==> src/rtl/uart_pkg.sv <==
// Shared types and constants for the UART receive path.
package uart_pkg;

   typedef enum logic [2:0] {
      StIdle,
      StStart,
      StData,
      StParity,
      StStop,
      StBrkWait
   } rx_fsm_t;

   localparam int unsigned LcrWlsLo = 0;
   localparam int unsigned LcrWlsHi = 1;
   localparam int unsigned LcrStb   = 2;
   localparam int unsigned LcrPen   = 3;
   localparam int unsigned LcrEpsLo = 3;
   localparam int unsigned LcrEpsHi = 5;

   localparam logic [2:0] ParOdd   = 3'b001;
   localparam logic [2:0] ParEven  = 3'b011;
   localparam logic [2:0] ParMark  = 3'b101;
   localparam logic [2:0] ParSpace = 3'b111;

   localparam logic [3:0] OsMid  = 4'd7;
   localparam logic [3:0] OsLast = 4'd15;

   typedef struct packed {
      logic       bi;
      logic       fe;
      logic       pe;
      logic [7:0] data;
   } rx_entry_t;

   function automatic logic exp_parity(input logic [2:0] mode, input logic [7:0] d);
      logic p;
      case (mode)
         ParOdd:  p = ~^d;
         ParEven: p = ^d;
         ParMark: p = 1'b1;
         default: p = 1'b0;
      endcase
      return p;
   endfunction

endpackage

==> src/rtl/uart_rx_fifo.sv <==
// Show-ahead RX FIFO; a push while full is dropped and flagged unless a pop frees the slot.
module uart_rx_fifo #(
   parameter int unsigned Depth = 16,
   parameter int unsigned Width = 11
) (
   input  logic                     clk_i,
   input  logic                     rst_ni,
   input  logic                     push_i,
   input  logic                     pop_i,
   input  logic [Width-1:0]         data_i,
   output logic [Width-1:0]         data_o,
   output logic                     empty_o,
   output logic                     full_o,
   output logic [$clog2(Depth):0]   count_o,
   output logic                     overflow_o
);

   localparam int unsigned Aw = $clog2(Depth);
   localparam logic [Aw:0] CountFull = (Aw+1)'(Depth);

   logic [Width-1:0] mem_q [Depth];
   logic [Aw-1:0]    wptr_q, rptr_q;
   logic [Aw:0]      count_q;
   logic             do_push, do_pop;

   assign empty_o    = (count_q == '0);
   assign full_o     = (count_q == CountFull);
   assign do_pop     = pop_i && !empty_o;
   assign do_push    = push_i && (!full_o || do_pop);
   assign overflow_o = push_i && full_o && !do_pop;
   assign count_o    = count_q;
   assign data_o     = empty_o ? '0 : mem_q[rptr_q];

   always_ff @(posedge clk_i) begin
      if (do_push) mem_q[wptr_q] <= data_i;
   end

   always_ff @(posedge clk_i or negedge rst_ni) begin
      if (!rst_ni) begin
         wptr_q  <= '0;
         rptr_q  <= '0;
         count_q <= '0;
      end else begin
         if (do_push) wptr_q <= wptr_q + 1'b1;
         if (do_pop)  rptr_q <= rptr_q + 1'b1;
         if (do_push && !do_pop)      count_q <= count_q + 1'b1;
         else if (do_pop && !do_push) count_q <= count_q - 1'b1;
      end
   end

endmodule

==> src/rtl/uart_rx.sv <==
// UART receiver: RXD synchroniser, 16x-oversampled frame FSM and RX FIFO.
module uart_rx
   import uart_pkg::*;
#(
   parameter int unsigned FIFO_DEPTH  = 16,
   parameter int unsigned SYNC_STAGES = 2
) (
   input  logic                         PCLK,
   input  logic                         PRESETn,
   input  logic                         RXD,
   input  logic [7:0]                   LCR,
   input  logic                         enable,
   input  logic                         rx_fifo_pop,
   input  logic                         clear_overrun,
   output logic [10:0]                  rx_fifo_out,
   output logic                         rx_fifo_empty,
   output logic                         rx_fifo_full,
   output logic [$clog2(FIFO_DEPTH):0]  rx_fifo_count,
   output logic                         rx_overrun,
   output logic                         busy
);

   logic [SYNC_STAGES-1:0] sync_q;
   logic                   rxd_s;
   rx_fsm_t                state_q, state_d;
   logic [3:0]             cnt_q, cnt_d;
   logic [2:0]             idx_q, idx_d;
   logic [7:0]             data_q, data_d;
   logic                   par_q, par_d;
   logic                   pe_q, pe_d;
   logic                   push_q, push_d;
   rx_entry_t              entry_q, entry_d;
   logic                   overrun_q, overrun_d;
   logic                   overflow;
   logic [2:0]             last_idx;
   logic                   fe;
   logic                   unused_lcr;

   assign rxd_s      = sync_q[SYNC_STAGES-1];
   assign last_idx   = 3'd4 + {1'b0, LCR[LcrWlsHi:LcrWlsLo]};
   assign fe         = !rxd_s;
   assign busy       = (state_q != StIdle);
   assign rx_overrun = overrun_q;
   assign unused_lcr = ^{LCR[7:6], LCR[LcrStb]};

   always_comb begin
      state_d = state_q;
      cnt_d   = cnt_q;
      idx_d   = idx_q;
      data_d  = data_q;
      par_d   = par_q;
      pe_d    = pe_q;
      push_d  = 1'b0;
      entry_d = entry_q;
      if (enable) begin
         unique case (state_q)
            StIdle: begin
               if (!rxd_s) begin
                  state_d = StStart;
                  cnt_d   = '0;
               end
            end
            StStart: begin
               if (cnt_q == OsMid) begin
                  if (rxd_s) begin
                     state_d = StIdle;
                  end else begin
                     state_d = StData;
                     cnt_d   = '0;
                     idx_d   = '0;
                     data_d  = '0;
                     par_d   = 1'b0;
                     pe_d    = 1'b0;
                  end
               end else begin
                  cnt_d = cnt_q + 4'd1;
               end
            end
            StData: begin
               if (cnt_q == OsLast) begin
                  cnt_d         = '0;
                  data_d[idx_q] = rxd_s;
                  if (idx_q == last_idx) state_d = LCR[LcrPen] ? StParity : StStop;
                  else                   idx_d   = idx_q + 3'd1;
               end else begin
                  cnt_d = cnt_q + 4'd1;
               end
            end
            StParity: begin
               if (cnt_q == OsLast) begin
                  cnt_d   = '0;
                  par_d   = rxd_s;
                  pe_d    = rxd_s != exp_parity(LCR[LcrEpsHi:LcrEpsLo], data_q);
                  state_d = StStop;
               end else begin
                  cnt_d = cnt_q + 4'd1;
               end
            end
            StStop: begin
               if (cnt_q == OsLast) begin
                  cnt_d        = '0;
                  push_d       = 1'b1;
                  entry_d.data = data_q;
                  entry_d.pe   = pe_q;
                  entry_d.fe   = fe;
                  // A break is a full frame of zeros, parity bit included.
                  entry_d.bi   = fe && (data_q == '0) && !par_q;
                  state_d      = rxd_s ? StIdle : StBrkWait;
               end else begin
                  cnt_d = cnt_q + 4'd1;
               end
            end
            StBrkWait: begin
               if (rxd_s) state_d = StIdle;
            end
            default: state_d = StIdle;
         endcase
      end
   end

   always_comb begin
      overrun_d = overrun_q;
      if (clear_overrun) overrun_d = 1'b0;
      if (overflow)      overrun_d = 1'b1;
   end

   always_ff @(posedge PCLK or negedge PRESETn) begin
      if (!PRESETn) begin
         sync_q    <= '1;
         state_q   <= StIdle;
         cnt_q     <= '0;
         idx_q     <= '0;
         data_q    <= '0;
         par_q     <= 1'b0;
         pe_q      <= 1'b0;
         push_q    <= 1'b0;
         entry_q   <= '0;
         overrun_q <= 1'b0;
      end else begin
         sync_q    <= {sync_q[SYNC_STAGES-2:0], RXD};
         state_q   <= state_d;
         cnt_q     <= cnt_d;
         idx_q     <= idx_d;
         data_q    <= data_d;
         par_q     <= par_d;
         pe_q      <= pe_d;
         push_q    <= push_d;
         entry_q   <= entry_d;
         overrun_q <= overrun_d;
      end
   end

   uart_rx_fifo #(
      .Depth (FIFO_DEPTH),
      .Width (11)
   ) u_fifo (
      .clk_i      (PCLK),
      .rst_ni     (PRESETn),
      .push_i     (push_q),
      .pop_i      (rx_fifo_pop),
      .data_i     (entry_q),
      .data_o     (rx_fifo_out),
      .empty_o    (rx_fifo_empty),
      .full_o     (rx_fifo_full),
      .count_o    (rx_fifo_count),
      .overflow_o (overflow)
   );

endmodule

==> config.mk <==
export PLATFORM = sky130hd
export DESIGN_NAME = uart_rx
export DESIGN_NICKNAME = d
export VERILOG_FILES = /design/src/rtl/uart_pkg.sv /design/src/rtl/uart_rx_fifo.sv /design/src/rtl/uart_rx.sv
export SDC_FILE = /design/constraint.sdc
export NUM_CORES = 1
export LEC_CHECK = 0
export CELL_PAD_IN_SITES_DETAIL_PLACEMENT = 0
export CELL_PAD_IN_SITES_GLOBAL_PLACEMENT = 1
export CORE_MARGIN = 4
export CORE_UTILIZATION = 52
export DETAILED_ROUTE_END_ITERATION = 10
export GPL_TIMING_DRIVEN = 0
export PLACE_DENSITY = 0.82
export SYNTH_ARGS = -nofsm -noshare
export SYNTH_HDL_FRONTEND = slang
export SYNTH_SLANG_ARGS = --single-unit
export TNS_END_PERCENT = 1
==> constraint.sdc <==
create_clock -name PCLK -period 3.7 [get_ports PCLK]
set_input_delay 0.74 -clock PCLK [delete_from_list [all_inputs] [get_ports PCLK]]
set_output_delay 0.74 -clock PCLK [all_outputs]
set_load 0.02 [all_outputs]
==> reports/summary.md <==
The flow ran to the end, and the final reports show no timing, DRC or antenna violations. The number of antenna-violating nets in the routed design was 0. Timing would allow up to 0.280 GHz. Yosys printed 0 warnings. The simple-gate portion of the synthesized area was 6.48%; the post-DP HPWL was 12600 um. The worst stage delay on the critical path was 560 ps.

The run gives 0.806 as the weighted congestion reported at the end of routability-driven placement. The top metal layer carrying routed signals is met4. The width of the chip is 143 um, and the mean instance size in the synthesized netlist is 16.9 um2.

The cell count after synthesis came out at 557. The net count of the finished layout is 648. The multiplexer fraction of the synthesized cell area is 14.4%. The critical register-to-register path startpoint is u_fifo.count_o[1]$_DFFE_PN0P_. The critical path contains buffers and inverters numbering 3 combined. Setup slack on the worst reg-to-reg path comes out at 450 ps.

Class of the most critical hold timing path: in2async. The final critical-path share of the clock period came out at 96.5%. The number of cell rows came out at 48.

For the wire length the detailed router placed on met1, the log shows 7770 um. The initial core utilization is 53.8%. Global routing used 19.2% of the available tracks. Across the routed clock network, the largest skew measured is 23.3 ps. The logs give 0 for the number of slew-limit violations in the final report and 2720 um2 for the multi-input gate area in the final layout. When the netlist entered floorplanning its net count stood at 588.

For the worst setup path, the data required time is 2960 ps. The run gives 24.8 ps as the worst setup slack before clock tree synthesis. Dividing the detail-routed via count by the number of cells gives 5.91. For the total clock sinks, the log shows 224. Share of synthesized cell area in full adder, half adder and majority cells: 2.34%. Summing over every cut layer, the via total after detailed routing is 5073. Slowest library cell on the worst path: mux4_2. The diode insertion count for antenna repair is 0, and the area taken by flip-flops and latches is 6490 um2. The pin slew with the least headroom to its limit came out at 1320 ps. The family with the most delay on the worst path is multiplexers. The number of cells on the worst reg-to-reg path was 12; the buffer levels on the longest clock path was 3. The via count of the first global-routing pass is 5121, and the async set-reset flop share out of synthesis is 21.4%. 34 I/O pins were placed. The tools report the cell at the root of the clock tree as clkbuf_16.

The largest family of logic cells by synthesized area was multiplexers. The type of the setup path with the least slack is reg2out. The run gives 0 ps as the aggregate negative setup slack.

Once routing completed, OpenROAD measured the worst setup slack at 129 ps. Along the worst path, the maximum fanout reaches 10. The logs give 1 for the H-tree depth and 0 for the sum of overflow across all layers after global routing. Setup violations remaining at the end of the flow were counted as 0. The share of the synthesized area in compound gates (AO/OA/AOI/OAI) came out at 4.02%. The minimum clock period after layout works out to 3570 ps. The tools report the fraction of the yosys area taken by sequential cells as 68.8%. The worst setup path is launched from a flop. The first global-routing pass estimated 29700 um of wire. Entering global routing, the biggest net connects 32 pins. The logs give 0 for the number of antenna violations at the first check in global routing and 20400 um2 for the full die area. The cell area that synthesis handed to floorplanning was 9430 um2.

The pre-antenna-repair detailed-routing pass consisted of 4 iterations. Data on the critical path arrives at its endpoint at 2830 ps. The analysis attributes to cell leakage a power of 0.00358 uW. The violation count after the first detailed-route iteration is 359, and the wire length after detailed routing is 19000 um.

For the count of final hold-check violations, the log shows 0. Core outline area: 17500 um2. STA classifies the critical path endpoint as an output pin. The area growth from synthesis to layout is 14.9%. After clock tree synthesis, the clock-pin slew on the worst setup and hold paths is 60 ps. The total DRC errors in the routed layout is 0, and the proportion of layout cells with a drive suffix above 1 is 20.0%.

Met3 wirelength from detailed routing: 790 um. For the source-to-sink clock delay at the later pin of the worst-skew pair, the log shows 520 ps. TritonCTS built the clock tree. Setup repair after global routing left no endpoint under its margin.

The layout has 1279 filler cells. The most instantiated flip-flop cell in the synthesis netlist is edfxtp_1. Yosys mapped the design onto 49 distinct sky130hd cell types. Yosys mapped a number of flops with a built-in enable equal to 176. The floorplan step set the die height to 143 um. The number of maximum-capacitance violations was 0; the total of buffers placed on input and output ports was 30. Summed over all nets, wire length on met2 after detailed routing comes to 9960 um. The TritonCTS buffer count came out at 23. The logs give 11.5% for the worst slew margin relative to its limit and 0.000453 V for the worst IR drop on VDD. End of the worst register-to-register path: u_fifo.count_o[4]$_DFFE_PN0P_. The number of flip-flops and latches in the synthesized netlist was 224. Power spread over the standard cell area amounts to 667 nW/um2.

The critical path goes through buf_6, buf_6, mux4_2, mux4_2, nor2b_1, dlygate4sd2_1. After detailed routing, the average wire length per cell comes to 22.1 um. The fraction of synthesized cell area in xor and xnor cells came out at 1.39%.
## per-layer routing
layer / vias to the layer above / GRT usage, %
met5: - / 0
met4: 0 / 4.25
met3: 35 / 2.85
met2: 132 / 33.8
met1: 2632 / 25.8
li1: 2274 / -
## power breakdown
group | switching, uW | total (uW) | leakage (uW) | internal, uW
Combinational | 1080 | 2120 | 0.00118 | 1050
Clock | 931 | 2220 | 0.000347 | 1290
Sequential | 106 | 2880 | 0.00205 | 2780
## registers in the layout, indices dropped and copies added (netlist names), 2 cells and up
name / flops
cnt_q: 4
data_q: 8
entry_q: 11
idx_q: 3
state_q: 3
sync_q: 2
u_fifo.count_o: 5
u_fifo.mem_q: 176
u_fifo.rptr_q: 4
u_fifo.wptr_q: 4
## cell usage in the layout, fill, tap and decap left out, types with 3 or more instances in the layout
cell,count
nand2_1,29
dfrtp_1,46
inv_1,25
dlygate4sd2_1,10
nor2b_1,15
clkbuf_1,17
xnor2_1,13
nor3_2,4
buf_4,3
clkbuf_16,23
nand3_1,7
mux4_2,55
o31ai_1,3
clkinv_1,8
mux2_2,10
nand4_1,4
a31oi_1,8
nor2_1,26
and3_1,3
edfxtp_1,176
buf_6,8
a21oi_1,5
nor3_1,4
o22ai_1,4
clkdlybuf4s50_1,18
ha_1,16
buf_2,5
o21ai_0,34
and2_1,4
nand2b_1,6
## logic make-up (layout without fill, tap and decap cells)
family | count (synthesis) | after routing
buf+inv | 53 | 130
compound gates | 65 | 65
xor+xnor | 15 | 15
mux | 66 | 66
flops | 224 | 224
simple gates | 117 | 117
fa+ha+maj | 17 | 17
## synth_stat cells, drive strengths merged, types with 2 or more instances
library cell	number	share of area, %
dfrtp	46	12
nand3b	2	0.16
and3	3	0.20
nand4	4	0.27
ha	16	2.1
buf	13	0.93
o22ai	4	0.27
nand2b	6	0.40
o21a	2	0.16
nor3	8	0.42
o21ai	36	1.9
a31oi	8	0.53
or3b	2	0.19
nand2	29	1.2
nor2	26	1.0
xor2	2	0.19
nand3	7	0.37
o31ai	3	0.24
mux2	10	1.2
nor2b	15	1.0
dfstp	2	0.56
mux4	55	13
and2	4	0.27
inv	25	1.0
clkbuf	15	0.60
or3	2	0.13
a21oi	5	0.27
edfxtp	176	56
xnor2	13	1.2
nor3b	4	0.42
## through the flow
step | instances | total power (uW) | area (um2) | util, % | hold WS [ps]
global placement | 812 | 5080 | 10000 | 57.1 | 346
detailed placement | 817 | 5140 | 10100 | 57.5 | 354
floorplan | 557 | 4440 | 9430 | - | 345
finish | 859 | 7220 | 10800 | 61.8 | 184
CTS | 859 | 7300 | 10800 | 61.7 | 185
global route | 859 | 7590 | 10800 | 61.8 | 198
## how the worst max path moves through the flow
stage | from | end | slack, ps | cells past startpoint
2_1_floorplan | u_fifo.count_o[1]$_DFFE_PN0P_ | u_fifo.count_o[4]$_DFFE_PN0P_ | 890 | 12
3_3_place_gp | rx_fifo_pop | u_fifo.mem_q[3][9]$_DFFE_PP_ | -370 | 5
3_5_place_dp | u_fifo.rptr_q[1]$_DFFE_PN0N_ | rx_fifo_out[1] | 20 | 6
4_1_cts | u_fifo.count_o[1]$_DFFE_PN0P_ | rx_fifo_empty | -130 | 4
5_1_grt | u_fifo.rptr_q[0]$_DFFE_PN0N_ | rx_fifo_out[7] | 20 | 6
6_report | u_fifo.rptr_q[0]$_DFFE_PN0N_ | rx_fifo_out[7] | 130 | 6
## timing repair
item,CTS,global route
hold buffers,0,0
resized for setup,20,3
endpoints found under the hold margin,0,0
setup endpoints to repair,12,3
setup buffers,0,0
## area by class of cell
cell class | instances | area share [%]
repair buffers | 35 | 3.23
plain buffers | 28 | 1.55
inverters | 25 | 0.866
multi-input cells | 280 | 25.1
flip-flops and latches | 224 | 59.9
clock inverters | 15 | 1.25
well taps | 225 | 2.60
clock buffers | 27 | 5.45
No activity file was read; power rests on OpenSTA's default activity.
